$ cat src/rtl/sine_monitor.sv
// Receive-side checker for the sine DAC sample stream. It finds rising zero crossings
// with hysteresis and measures the period in samples and the peaks within each period.
module sine_monitor #(
  parameter int unsigned DATA_WIDTH   = 10,
  parameter int unsigned PERIOD_WIDTH = 16,
  parameter int unsigned HYST         = 16
) (
  input  logic                    clk,
  input  logic                    rst,
  input  logic                    sample_valid,
  input  logic [DATA_WIDTH-1:0]   sample,
  output logic                    result_valid,
  output logic [PERIOD_WIDTH-1:0] period,
  output logic [DATA_WIDTH-1:0]   peak_pos,
  output logic [DATA_WIDTH-1:0]   peak_neg,
  output logic                    locked,
  output logic                    overflow
);

  typedef enum logic [1:0] {
    S_IDLE,
    S_ARM_LOW,
    S_HIGH,
    S_LOW
  } state_t;

  localparam logic signed [DATA_WIDTH-1:0]   LP_HYST_POS = DATA_WIDTH'(HYST);
  localparam logic signed [DATA_WIDTH-1:0]   LP_HYST_NEG = -LP_HYST_POS;
  localparam logic        [PERIOD_WIDTH-1:0] LP_CNT_MAX  = '1;

  state_t                          r_state;
  state_t                          w_state_next;
  logic        [PERIOD_WIDTH-1:0]  r_cnt;
  logic signed [DATA_WIDTH-1:0]    r_max;
  logic signed [DATA_WIDTH-1:0]    r_min;
  logic                            r_result_valid;
  logic        [PERIOD_WIDTH-1:0]  r_period;
  logic signed [DATA_WIDTH-1:0]    r_peak_pos;
  logic signed [DATA_WIDTH-1:0]    r_peak_neg;
  logic                            r_locked;
  logic                            r_overflow;

  logic signed [DATA_WIDTH-1:0]    w_sample;
  logic                            w_is_low;
  logic                            w_is_high;
  logic                            w_counting;
  logic                            w_crossing;
  logic                            w_emit;
  logic                            w_timeout;
  logic        [PERIOD_WIDTH-1:0]  w_cnt_inc;

  always_comb begin
    w_sample  = sample;
    w_is_low  = (w_sample <= LP_HYST_NEG);
    w_is_high = (w_sample >= LP_HYST_POS);
    w_cnt_inc = (r_cnt == LP_CNT_MAX) ? r_cnt : r_cnt + PERIOD_WIDTH'(1);
  end

  // State register
  always_ff @(posedge clk) begin
    if (rst) begin
      r_state <= S_IDLE;
    end else begin
      r_state <= w_state_next;
    end
  end

  // Timeout is derived from the registered count, so it is checked ahead of the
  // ordinary HIGH->LOW move; a crossing sample never times out.
  always_comb begin
    w_state_next = r_state;
    if (sample_valid) begin
      unique case (r_state)
        S_IDLE: begin
          if (w_is_low) w_state_next = S_ARM_LOW;
        end
        S_ARM_LOW: begin
          if (w_is_high) w_state_next = S_HIGH;
        end
        S_HIGH: begin
          if (w_timeout)     w_state_next = S_IDLE;
          else if (w_is_low) w_state_next = S_LOW;
        end
        S_LOW: begin
          if (w_is_high)      w_state_next = S_HIGH;
          else if (w_timeout) w_state_next = S_IDLE;
        end
        default: w_state_next = S_IDLE;
      endcase
    end
  end

  // Per-state decode of the current sample
  always_comb begin
    w_counting = (r_state == S_HIGH) || (r_state == S_LOW);
    w_crossing = sample_valid && w_is_high &&
                 ((r_state == S_ARM_LOW) || (r_state == S_LOW));
    w_emit     = sample_valid && w_is_high && (r_state == S_LOW);
    w_timeout  = sample_valid && w_counting && !w_crossing && (w_cnt_inc == LP_CNT_MAX);
  end

  always_ff @(posedge clk) begin
    if (rst) begin
      r_cnt          <= '0;
      r_max          <= '0;
      r_min          <= '0;
      r_result_valid <= 1'b0;
      r_period       <= '0;
      r_peak_pos     <= '0;
      r_peak_neg     <= '0;
      r_locked       <= 1'b0;
      r_overflow     <= 1'b0;
    end else begin
      r_result_valid <= w_emit;
      if (w_emit) begin
        r_period   <= r_cnt;
        r_peak_pos <= r_max;
        r_peak_neg <= r_min;
        r_locked   <= 1'b1;
      end
      if (w_timeout) begin
        r_overflow <= 1'b1;
        r_locked   <= 1'b0;
      end
      // The crossing sample opens the next window, so it reloads rather than accumulates.
      if (w_crossing) begin
        r_cnt <= PERIOD_WIDTH'(1);
        r_max <= w_sample;
        r_min <= w_sample;
      end else if (w_timeout) begin
        r_cnt <= '0;
      end else if (sample_valid && w_counting) begin
        r_cnt <= w_cnt_inc;
        if (w_sample > r_max) r_max <= w_sample;
        if (w_sample < r_min) r_min <= w_sample;
      end
    end
  end

  always_comb begin
    result_valid = r_result_valid;
    period       = r_period;
    peak_pos     = r_peak_pos;
    peak_neg     = r_peak_neg;
    locked       = r_locked;
    overflow     = r_overflow;
  end

endmodule
$ cat config.mk
export PLATFORM = sky130hd
export DESIGN_NAME = sine_monitor
export DESIGN_NICKNAME = d
export VERILOG_FILES = /design/src/rtl/sine_monitor.sv
export SDC_FILE = /design/constraint.sdc
export NUM_CORES = 1
export LEC_CHECK = 0
export BUFFER_PORTS_ARGS = -buffer_cell sky130_fd_sc_hd__buf_2
export CELL_PAD_IN_SITES_DETAIL_PLACEMENT = 1
export CELL_PAD_IN_SITES_GLOBAL_PLACEMENT = 2
export CORE_MARGIN = 2
export CORE_UTILIZATION = 32
export CTS_BUF_LIST = sky130_fd_sc_hd__clkbuf_4 sky130_fd_sc_hd__clkbuf_8
export DETAILED_ROUTE_END_ITERATION = 8
export PLACE_DENSITY_LB_ADDON = 0.2
export REMOVE_ABC_BUFFERS = 1
export SLEW_MARGIN = 20
export SYNTH_ARGS = -nofsm -noshare
export SYNTH_HDL_FRONTEND = slang
export SYNTH_SLANG_ARGS = --single-unit
$ cat constraint.sdc
create_clock -name clk -period 2.6 [get_ports clk]
set_clock_uncertainty 0.05 [all_clocks]
set_input_delay 0.52 -clock clk [delete_from_list [all_inputs] [get_ports clk]]
set_output_delay 0.52 -clock clk [all_outputs]
set_load 0.05 [all_outputs]
==> impl_results.md <==
* Status: finished, violations left
* Violations in the final reports: design-rule violations
* Detailed-route via count at 3414
* Yosys reg bits at 77
* Highest-count cells in the layout ignoring fill and taps: nand2_1 (88), dfxtp_1 (70), buf_2 (51)
* Die height at 113.2 µm
* Critical Path Source Type: flop
* Pins Over Slew Limit at 0
* IO Port Bufs at 51
* Hold slack at 0.4057 ns
* Remaining antenna violation count at 0
* Slew @ Worst Pin at 0.8169 ns
* Async S/R FF share, synth at 0
* Seq/Total Area, Yosys at 0.4041
* Final setup viols at 0
* Die W at 113.2 µm
* DR iter-0 viols at 165
* Worst EP arrival at 2.77 ns
* Most common cell after layout, fill and taps aside: nand2_1
* Clock Tree Buf Depth at 2
* Ports at 52
* Max-cap violation count at 0
* H-tree levels at 3
* DR vias/cell at 4.969
* Mapped cell area at 3815 µm²
* Setup TNS at 0 ns
* Pwr dens at 508.3 nW/µm²
* Pre-CTS WS at -0.3430 ns
* Antenna cells at 0
* Worst path required time at 2.80 ns
* GP Congestion at 0.7944
* Std-Cell Rows at 39
* RSZ-0062 raised after global routing: yes
* Routed length per placed instance at 15.35 µm
* Max-slew headroom at 0.4534
* Clk slew on worst S/H paths at 0.09 ns
* Total GRT Usage at 0.1714
* CTS tree: yes
* Cts hold-fix bufs at 0
* Kind of critical path: reg2reg
* CTS root buf: clkbuf_8
* Setup slack, reg-to-reg at 0.04 ns
* Worst-Skew Late Latency at 0.37 ns
* Total length of routed wires at 10540 µm
* Vias in the first global route at 3447
* Largest net degree at the start of global routing at 59
* Post-Syn Area per Cell at 8.293 µm²
* Hold Crit Class: reg2reg
* CP Capture Type: flop
* Initial antenna violation count at 0
* Final hold violations at 0
* Number of fill cells at 1398
* Tcrit/Tclk final at 0.9860
* Initial DRT Pass Iterations at 6
* Area grow syn2layout at 24.43%
* Num CTS Buffers at 9
* Tmin final at 2.564 ns
* Die area at 12810 µm²
* Nets at 572
* Drt drc at 4
* Total clock sinks at 77
* GR Overflow Total at 0
* Starting Density at 0.3313
* Mapped Cells at 460
* First-pass GRT wire length at 17620 µm
* Fin worst setup slack at 0.03636 ns
* Cell total after placement at 668
* Ys Warns at 0
* Static Leakage at 1.913 nW
* Post-synth EDFFs at 0
* Peak VDD IR at 0.2743 mV
* Core ar. at 11520 µm²
* Finished Layout Cells at 687
* Synth cell types at 54
* Dpl hpwl at 7815 µm
* Worst-path maximum fanout at 5
* Layout cells sized above 1 at 0.2426
* Top_reg_cell synth: dfxtp_1
* Maximum achievable frequency at 0.3901 GHz
==> final timing paths <==
| path | startpoint | to | cells after the start |
|---|---|---|---|
| hold / removal | period[5] | period[5] | 2 |
| hold reg to reg | period[5] | period[5] | 2 |
| setup / recovery | r_cnt[1] | r_max[0] | 11 |
| setup reg to reg | r_cnt[1] | r_max[0] | 11 |
==> logic make-up after synthesis <==
kind of cell | synth area share
compound gates | 0.1214
xor+xnor | 0.02066
fa+ha+maj | 0.06560
buf+inv | 0.05969
flops | 0.4041
mux | 0.05805
simple gates | 0.2706
==> stage by stage <==
| step | total power [mW] | instance area [µm²] | utilization |
|---|---|---|---|
| 2_1_floorplan | 1.316 | 3677 | - |
| 3_3_place_gp | 1.409 | 4437 | 0.3853 |
| 3_5_place_dp | 1.414 | 4437 | 0.3853 |
| 4_1_cts | 2.454 | 4672 | 0.4057 |
| 5_1_grt | 2.527 | 4747 | 0.4122 |
| 6_report | 2.413 | 4747 | 0.4122 |
==> Yosys cell counts (4+ instances only) <==
cell	count	share of area
o21ai_0	9	0.012
xor2_1	8	0.018
nand3_1	11	0.014
nand2b_1	30	0.049
nand4_1	8	0.013
nor3_1	5	0.0066
ha_1	20	0.066
mux2i_1	21	0.055
clkbuf_1	13	0.013
nor2_1	29	0.029
dfxtp_1	77	0.40
nand2_1	88	0.087
and3_1	8	0.013
buf_6	4	0.012
a21oi_1	45	0.059
buf_2	5	0.0066
inv_1	24	0.024
==> metal layers <==
layer | GRT usage | routed length, µm | vias up
met1 | 0.2431 | 5460 | 1624
met2 | 0.2583 | 4585 | 47
li1 | - | - | 1729
met3 | 0.03107 | 311 | 14
met4 | 0.06667 | 185 | 0
met5 | 0 | 0 | -
==> critical path, cell delays in order (launching register included) <==
cell	delay (ns)
dfxtp_2	0.37
ha_4	0.14
buf_4	0.11
nand3_1	0.12
o22ai_1	0.22
a21oi_1	0.11
or4b_4	0.51
nor4b_4	0.28
buf_4	0.16
a21oi_1	0.06
buf_4	0.19
mux2i_1	0.12
==> power by group <==
part           switching, mW  internal (mW)
clock                  0.481          0.543
sequential            0.0121           1.19
combinational          0.104         0.0820
total                  0.597           1.82
==> timing repair <==
item | in CTS | in global routing
pin swaps | 0 | 1
setup endpoints to repair | 10 | 14
resized for setup | 4 | 17
buffers inserted | 0 | 3
==> flip-flops by register name, summed over array words and instances, names as in the netlist <==
| register | cells |
|---|---|
| overflow | 1 |
| r_state | 2 |
| r_min | 10 |
| r_cnt | 16 |
| result_valid | 1 |
| peak_pos | 10 |
| locked | 1 |
| peak_neg | 10 |
| r_max | 10 |
| period | 16 |
==> area by class of cell <==
cell class | instances | area, µm² | share of cell area
multi-input combinational | 333 | 2093 | 0.4410
sequential | 77 | 1550 | 0.3266
timing repair buffer | 94 | 610.6 | 0.1286
tap | 143 | 178.9 | 0.03769
clock buffer | 9 | 123.9 | 0.02609
clock inverter | 7 | 100.1 | 0.02109
inverter | 24 | 90.09 | 0.01898
No activity file was read; power rests on OpenSTA's default activity.
